<file path="src/rtl/regfile_pkg.sv">
// Shared widths and FSM encoding for the register-file access controller.
package regfile_pkg;
    localparam int DATA_W = 16;
    localparam int ADR_W  = 2;
    localparam int NREG   = 2 ** ADR_W;

    typedef enum logic [1:0] {IDLE, ISSUE, WAIT, HOLD} state_t;
endpackage

</file>
<file path="src/rtl/regfile_scoreboard.sv">
// Pending-write mask: one bit per register, set on dispatch, cleared on writeback.
module regfile_scoreboard
    import regfile_pkg::*;
(
    input  logic             clk,
    input  logic             reset,
    input  logic             set_en,
    input  logic [ADR_W-1:0] set_adr,
    input  logic             clr_en,
    input  logic [ADR_W-1:0] clr_adr,
    input  logic [ADR_W-1:0] adr1,
    input  logic [ADR_W-1:0] adr2,
    input  logic [ADR_W-1:0] adr3,
    output logic             hit1,
    output logic             hit2,
    output logic             hit3,
    output logic [NREG-1:0]  pending
);
    logic [NREG-1:0] set_mask;
    logic [NREG-1:0] clr_mask;

    always_comb begin
        set_mask = set_en ? (NREG'(1) << set_adr) : '0;
        clr_mask = clr_en ? (NREG'(1) << clr_adr) : '0;
        hit1     = pending[adr1];
        hit2     = pending[adr2];
        hit3     = pending[adr3];
    end

    // OR-ing the set mask after the clear makes a same-cycle set win.
    always_ff @(posedge clk or negedge reset) begin
        if (!reset) pending <= '0;
        else        pending <= (pending & ~clr_mask) | set_mask;
    end
endmodule

</file>
<file path="src/rtl/regfile_access_ctrl.sv">
// Register-file read/issue controller with pending-write interlock.
// Optional writeback forwarding is enabled by defining WB_BYPASS_EN.
module regfile_access_ctrl
    import regfile_pkg::*;
(
    input  logic              clk,
    input  logic              reset,
    input  logic              in_valid,
    output logic              in_ready,
    input  logic [ADR_W-1:0]  in_rs1,
    input  logic [ADR_W-1:0]  in_rs2,
    input  logic [ADR_W-1:0]  in_rd,
    input  logic              in_wr,
    output logic              out_valid,
    input  logic              out_ready,
    output logic [DATA_W-1:0] out_op1,
    output logic [DATA_W-1:0] out_op2,
    output logic [ADR_W-1:0]  out_rd,
    output logic              out_wr,
    input  logic              wb_valid,
    input  logic [ADR_W-1:0]  wb_adr,
    input  logic [DATA_W-1:0] wb_data,
    output logic              read_en,
    output logic [ADR_W-1:0]  read_adr1,
    output logic [ADR_W-1:0]  read_adr2,
    input  logic [DATA_W-1:0] read_data1,
    input  logic [DATA_W-1:0] read_data2,
    output logic              write_en,
    output logic [ADR_W-1:0]  write_adr,
    output logic [DATA_W-1:0] write_data,
    output logic [NREG-1:0]   pending
);
    state_t            state, state_nxt;
    logic [ADR_W-1:0]  rs1_q, rs2_q, rd_q;
    logic              wr_q;
    logic              p1, p2, p3;
    logic              hazard, accept;
    logic [DATA_W-1:0] src1, src2;

    regfile_scoreboard u_sb (
        .clk     (clk),
        .reset   (reset),
        .set_en  (out_valid & out_ready & out_wr),
        .set_adr (out_rd),
        .clr_en  (write_en),
        .clr_adr (write_adr),
        .adr1    (in_rs1),
        .adr2    (in_rs2),
        .adr3    (in_rd),
        .hit1    (p1),
        .hit2    (p2),
        .hit3    (p3),
        .pending (pending)
    );

`ifdef WB_BYPASS_EN
    logic              byp_vld;
    logic [ADR_W-1:0]  byp_adr;
    logic [DATA_W-1:0] byp_data;
    logic              wb_hit1, wb_hit2, wb_hit3;

    // A writeback landing this cycle resolves the matching pending bit.
    always_comb begin
        wb_hit1 = wb_valid && (wb_adr == in_rs1);
        wb_hit2 = wb_valid && (wb_adr == in_rs2);
        wb_hit3 = wb_valid && (wb_adr == in_rd);
        hazard  = (p1 && !wb_hit1) || (p2 && !wb_hit2) || (in_wr && p3 && !wb_hit3);
    end

    // Newest value first: live write port, then the value caught at accept.
    always_comb begin
        if (write_en && write_adr == rs1_q)      src1 = write_data;
        else if (byp_vld && byp_adr == rs1_q)    src1 = byp_data;
        else                                     src1 = read_data1;
        if (write_en && write_adr == rs2_q)      src2 = write_data;
        else if (byp_vld && byp_adr == rs2_q)    src2 = byp_data;
        else                                     src2 = read_data2;
    end

    always_ff @(posedge clk or negedge reset) begin
        if (!reset) begin
            byp_vld  <= 1'b0;
            byp_adr  <= '0;
            byp_data <= '0;
        end else if (accept) begin
            byp_vld  <= (p1 && wb_hit1) || (p2 && wb_hit2);
            byp_adr  <= wb_adr;
            byp_data <= wb_data;
        end
    end
`else
    always_comb begin
        hazard = p1 || p2 || (in_wr && p3);
        src1   = read_data1;
        src2   = read_data2;
    end
`endif

    always_comb begin
        state_nxt = state;
        in_ready  = 1'b0;
        read_en   = 1'b0;
        out_valid = 1'b0;
        case (state)
            IDLE: begin
                in_ready = !hazard;
                if (in_valid && !hazard) state_nxt = ISSUE;
            end
            ISSUE: begin
                read_en   = 1'b1;
                state_nxt = WAIT;
            end
            WAIT:  state_nxt = HOLD;
            HOLD: begin
                out_valid = 1'b1;
                if (out_ready) state_nxt = IDLE;
            end
            default: state_nxt = IDLE;
        endcase
    end

    assign accept    = in_valid && in_ready;
    assign read_adr1 = rs1_q;
    assign read_adr2 = rs2_q;
    assign out_rd    = rd_q;
    assign out_wr    = wr_q;

    always_ff @(posedge clk or negedge reset) begin
        if (!reset) begin
            state      <= IDLE;
            rs1_q      <= '0;
            rs2_q      <= '0;
            rd_q       <= '0;
            wr_q       <= 1'b0;
            out_op1    <= '0;
            out_op2    <= '0;
            write_en   <= 1'b0;
            write_adr  <= '0;
            write_data <= '0;
        end else begin
            state <= state_nxt;
            if (accept) begin
                rs1_q <= in_rs1;
                rs2_q <= in_rs2;
                rd_q  <= in_rd;
                wr_q  <= in_wr;
            end
            if (state == WAIT) begin
                out_op1 <= src1;
                out_op2 <= src2;
            end
            write_en <= wb_valid;
            if (wb_valid) begin
                write_adr  <= wb_adr;
                write_data <= wb_data;
            end
        end
    end
endmodule

</file>
<file path="config.mk">
export PLATFORM = sky130hd
export DESIGN_NAME = regfile_access_ctrl
export DESIGN_NICKNAME = d
export VERILOG_FILES = /design/src/rtl/regfile_pkg.sv /design/src/rtl/regfile_scoreboard.sv /design/src/rtl/regfile_access_ctrl.sv
export SDC_FILE = /design/constraint.sdc
export NUM_CORES = 1
export LEC_CHECK = 0
export ABC_AREA = 0
export ABC_CLOCK_PERIOD_IN_PS = 3100
export BUFFER_PORTS_ARGS = -buffer_cell sky130_fd_sc_hd__clkbuf_2
export CAP_MARGIN = 5
export CELL_PAD_IN_SITES_DETAIL_PLACEMENT = 1
export CELL_PAD_IN_SITES_GLOBAL_PLACEMENT = 2
export CORE_MARGIN = 2
export CORE_UTILIZATION = 32
export DETAILED_ROUTE_END_ITERATION = 10
export PLACE_DENSITY = 0.93
export REMOVE_ABC_BUFFERS = 1
export SLEW_MARGIN = 20
export SYNTH_ARGS = -nofsm -noshare
export SYNTH_HDL_FRONTEND = slang
export SYNTH_HIERARCHICAL = 1
export SYNTH_SLANG_ARGS = --single-unit
</file>
<file path="constraint.sdc">
create_clock -name clk -period 3.1 [get_ports clk]
set_input_delay 0.465 -clock clk [delete_from_list [all_inputs] [get_ports clk]]
set_output_delay 0.465 -clock clk [all_outputs]
set_load 0.01 [all_outputs]
</file>
# == Word level (Yosys, flattened, before mapping) ==
# Cells that the tools add are included.
# op_classes
addsub,0
mul,0
div_mod_pow,0
n_lt_le_gt_ge,3
n_eq_ne,5
shifts,2
n_mux,14
bitwise,5
n_reduce_logical,8
# op_table
operator,n
2-bit by 3-bit < comparator with 1-bit output (second input constant),3
4-bit two-way mux,2
2-bit one-hot mux with 4 select lines,1
1-bit by 2-bit left shift with 4-bit output (first input constant),2
1-bit binary-select mux with 2-bit select,3
1-bit two-way mux,6
4-bit bitwise AND,1
2-bit equality test (second input constant),2
2-bit two-way mux,2
2-bit != test (second input constant),2
4-bit inverter,1
4-bit OR,1
1-bit logical AND,3
1-bit bitwise AND,2
2-bit by 1-bit equality test with 1-bit output (second input constant),1
2-bit zero test,1
1-bit logical OR,2
2-bit AND reduction,1
1-bit zero test,1
# word_totals
ff_bits,64
latchBits,0
ramBits,0
mem_bits_ro,0
inputBits,62
out_inout_bits,65
elab_cells,48
mem_count,0

# == Logic depth before layout (Yosys ltp) ==
# logic_depth
ltp_word,8
ltp_mapped,6
depth_no_buf,5

# == Modules after synthesis ==
# The synthesis kept the hierarchy.
# modules_own_cells
module,n_inst,cells_per_inst,area_each_um2,seq_area_each_um2
regfile_access_ctrl,1,141,2357.3,1501.4
regfile_scoreboard,1,17,244.0,100.1

# == Worst setup path after synthesis ==
# OpenSTA, ideal clock, no wires.
# synth_timing
path_kind,input to register
from,input in_rs2[0]
to,"register rd_q[0], in the netlist out_rd[0]"
setup_time_ps,125
arrival_ps,1790
path_slack_ps,1185
path_stages,5
path_cell_list,mux4_2 a211oi_2 and3_1 buf_6 mux2_4
# synth_via
elab_chain_len,7
# synth_rtl
element,line_no,text
from (decl),regfile_access_ctrl.sv:11,"input logic [ADR_W-1:0] in_rs2,"
1-bit binary-select mux with 2-bit select,regfile_scoreboard.sv:26,hit2 = pending[adr2];
1-bit two-way mux (not written as such),regfile_scoreboard.sv:26,
1-bit logical OR (2 in a row),regfile_access_ctrl.sv:93,hazard = p1 || p2 || (in_wr && p3);
1-bit zero test,regfile_access_ctrl.sv:106,in_ready = !hazard;
1-bit two-way mux,regfile_access_ctrl.sv:104,case (state)
1-bit logical AND,regfile_access_ctrl.sv:122,assign accept = in_valid && in_ready;
to (signal assigned),regfile_access_ctrl.sv:145,rd_q <= in_rd;
to (decl),regfile_access_ctrl.sv:34,"logic [ADR_W-1:0] rs1_q, rs2_q, rd_q;"
# No other way between the ends. The select of a mux whose other input is x is not followed.
# A chain may end at the register's enable or synchronous reset.

# == Final worst setup path ==
# layout_timing
from,register u_sb.pending[0]
to,output in_ready
# layout_via
elab_chain_len,6
elab_cells_between_ends,11
classes_between,mux (7); reduce/logical (4)
# layout_rtl
element,line_no,text
from (decl),regfile_scoreboard.sv:17,output logic [NREG-1:0] pending
from (signal assigned),regfile_scoreboard.sv:33,else pending <= (pending & ~clr_mask) | set_mask;
1-bit binary-select mux with 2-bit select,regfile_scoreboard.sv:26,
1-bit two-way mux (not written as such),regfile_scoreboard.sv:26,
net p2,regfile_access_ctrl.sv:36,"logic p1, p2, p3;"
1-bit logical OR (2 in a row),regfile_access_ctrl.sv:93,
1-bit zero test,regfile_access_ctrl.sv:106,
1-bit two-way mux,regfile_access_ctrl.sv:104,
to (decl),regfile_access_ctrl.sv:9,"output logic in_ready,"
# The timed path passes the listed nets, and every way through them passes these cells. The select of a mux whose other input is x is not followed.

==> results.tsv <==
stage	metric	value	unit
timing	Post-Route Setup TNS	0	ns
cells_and_area	ant diodes	0	
clock_network	number of H-tree levels	3	
floorplanning	Die ar.	8866	sq um
route	DR vias	1808	
timing	fmax	0.4411	GHz
timing	Slew @ Worst Pin	0.6254	ns
worst_setup_path	Critical Setup Path Class	flop to output port	
floorplanning	Rows	32	
yosys	Post-synth top flop	dfrtp_1	
yosys	Yosys reg bits	64	
clock_network	root buffer cell	clkbuf_8	
floorplanning	I/O pin total	127	
floorplanning	initial core utilization	33.32	%
worst_setup_path	critical path, cell by cell	mux4_2, a211oi_2, and2_2, clkbuf_2	
yosys	synth unique cells	20	
timing	max_slew headroom	58.30	%
timing	Layout Skew	0.007142	ns
clock_network	CTS Buffer Depth	2	
cells_and_area	Syn-to-layout area delta	35.06	%
clock_network	clk sinks	64	
route	DRC	0	
clock_network	post-CTS setup repair buffer count	0	
power	Pwr per Cell Area	969.1	nW/um^2
yosys	Synth Area in XOR/XNOR	0	%
route	Routed WL	6191	um
global_routing	first-pass GRT wire length	9749	um
power	Static Leak	1.758	nW
min_path	Worst Hold Class	primary input to async pin	
route	vias per cell	4.554	
global_routing	pin count of the biggest net entering global routing	49	
power	peak supply drop	383.8	uV
worst_setup_path	worst path required time	2.63	ns
worst_setup_path	R2R depth	4	
worst_setup_path	Crit path max-delay family	multiplexers	
worst_setup_path	Worst EP arrival	1.80	ns
route	per-cell routed wire length	15.59	um
worst_setup_path	slowest CP cell	mux4_2	
outcome	status	completed	
global_routing	antenna violations before repair	0	
floorplanning	die span in y	94.16	um
yosys	Syn Std Cell Area	2601	sq um
route	drt first pass iters	4	
worst_setup_path	r2r endpoint	out_rd[1]	
clock_network	PostCTS Resize Cnt	0	
global_routing	Tot GR Track Use	14.48	%
yosys	Adder-Cell Fraction of Synth Area	2.405	%
yosys	Compound-Gate Fraction of Synth Area	2.357	%
global_routing	GR Overflow Total	0	
placement	Post-DP HPWL	4686	um
yosys	EDFF count, synth	0	
clock_network	CTS tree	done	
worst_setup_path	CP Launch Type	flop	
clock_network	Post-CTS Hold Buffers	0	
timing	final period utilization	73.13	%
yosys	Avg Cell Area, Syn	16.46	sq um
yosys	Synth Warn #	6	
timing	Final Hold Viols	0	
cells_and_area	layout cells sized above 1	69.49	%
worst_setup_path	FF-to-FF Start	u_sb/pending[0]	
timing	fin crit period	2.267	ns
yosys	ys async rst share	100.0	%
yosys	Seq/Total Area, Yosys	61.57	%
timing	Slew Viols, Final	0	
clock_network	worst skew pair latency	0.33	ns
placement	Routability Congestion	0.7735	
clock_network	clock slew at reported path FFs	0.07	ns
floorplanning	die extent in x	94.16	um
yosys	Syn Inst Count	158	
placement	buffers added on ports	126	
timing	# setup viols final	0	
worst_setup_path	Crit. End Element	output port	
worst_setup_path	CP max stage delay	0.47	ns
yosys	Synth Area in Simple Gates	2.405	%
timing	RSZ-0062 raised after global routing	no	
worst_setup_path	R2R Setup Slk	0.99	ns
worst_setup_path	Levels on crit path	4	
route	antenna-violating nets left	0	
route	Iter 0 DRT Violations	47	
worst_setup_path	crit path max fanout	5	
clock_network	CTS Buf Count	9	
worst_setup_path	worst path bufs/invs	1	
cells_and_area	Final nets	357	
cells_and_area	Fillers	892	
floorplanning	core area	7807	sq um
job	max cap viols	0	
yosys	largest family of logic cells by synthesized area	multiplexers	
global_routing	vias in the first global route	1996	
timing	Hold WS	0.05655	ns
yosys	post-synthesis mux area share	29.10	%
## synth_stat cells (2+ instances only)
library cell,count,area (sq um)
a32o_1,4,40.04
nand3b_1,2,15.01
mux2_4,7,105.1
mux4_2,3,67.56
mux2_2,51,574.3
inv_1,4,15.01
ha_1,5,62.56
buf_2,6,30.03
and3_1,2,12.51
dfrtp_1,64,1602
## layout make-up
class	instances	area [sq um]	share of cell area, %
Inverter	4	15.01	0.4274
Tap cell	102	127.6	3.632
Clock buffer	12	135.1	3.846
Timing Repair Buffer	128	645.6	18.38
Multi-Input combinational cell	83	943.4	26.85
Clock inverter	4	45.04	1.282
Sequential cell	64	1602	45.58
## kinds of logic after synthesis
family | count (synthesis)
fa+ha+maj | 5
compound gates | 6
simple gates | 10
buf+inv | 11
mux | 62
flops | 64
## cell usage in the layout, fill, tap and decap left out
cell type	instances
a211oi_2	1
a21oi_2	1
a32o_1	4
and2_2	1
and3_1	2
buf_4	2
bufinv_16	1
clkbuf_1	3
clkbuf_2	126
clkbuf_8	9
clkinv_2	3
dfrtp_1	64
ha_1	5
inv_1	4
mux2_2	51
mux2_4	7
mux2i_1	1
mux4_2	3
nand2_1	1
nand3_1	1
nand3b_1	2
nor2_1	1
nor2b_1	1
or3b_1	1
## sequential cells by signal, indices dropped and copies added, names as in the netlist
register / flops
out_op2: 16
state: 2
out_wr: 1
read_adr2: 2
u_sb/pending: 4
read_adr1: 2
write_en: 1
out_rd: 2
write_adr: 2
out_op1: 16
write_data: 16
## metrics by stage
| step | power, W | setup slack, ns | area, sq um | util, % | std cells |
|---|---|---|---|---|---|
| global route | 0.003640 | 0.7354 | 3513 | 45.00 | 397 |
| floorplan | 0.002205 | 1.067 | 2560 | - | 151 |
| detailed placement | 0.002779 | 0.7919 | 3333 | 42.69 | 381 |
| global placement | 0.002710 | 0.8289 | 3333 | 42.69 | 381 |
| CTS | 0.003474 | 0.7962 | 3513 | 45.00 | 397 |
| finish | 0.003405 | 0.8329 | 3513 | 45.00 | 397 |
## report_power, final
group / internal (W) / switching (W) / total [W]
Combinational: 0.000731 / 0.000617 / 0.00135
Clock: 0.000369 / 0.000309 / 0.000677
Sequential: 0.00117 / 0.000212 / 0.00138
Total: 0.00227 / 0.00114 / 0.00340
## worst max-delay path by stage
stage,end,start,slack (ns)
floorplan,out_rd[0],in_rs2[0],1.07
global placement,read_adr1[0],in_rs2[0],0.83
detailed placement,out_rd[1],in_rs2[0],0.79
CTS,in_ready,u_sb/pending[3],0.80
global route,in_ready,u_sb/pending[3],0.74
finish,in_ready,u_sb/pending[0],0.83
## layer usage
metal  up-vias  track usage, %  wire, um
met5         -               0         0
met4         0           5.797        78
met3         8           4.575       372
met2        63           25.65      3380
met1       907           16.03      2360
li1        830               -         -
(Power assumes the default switching activity.)
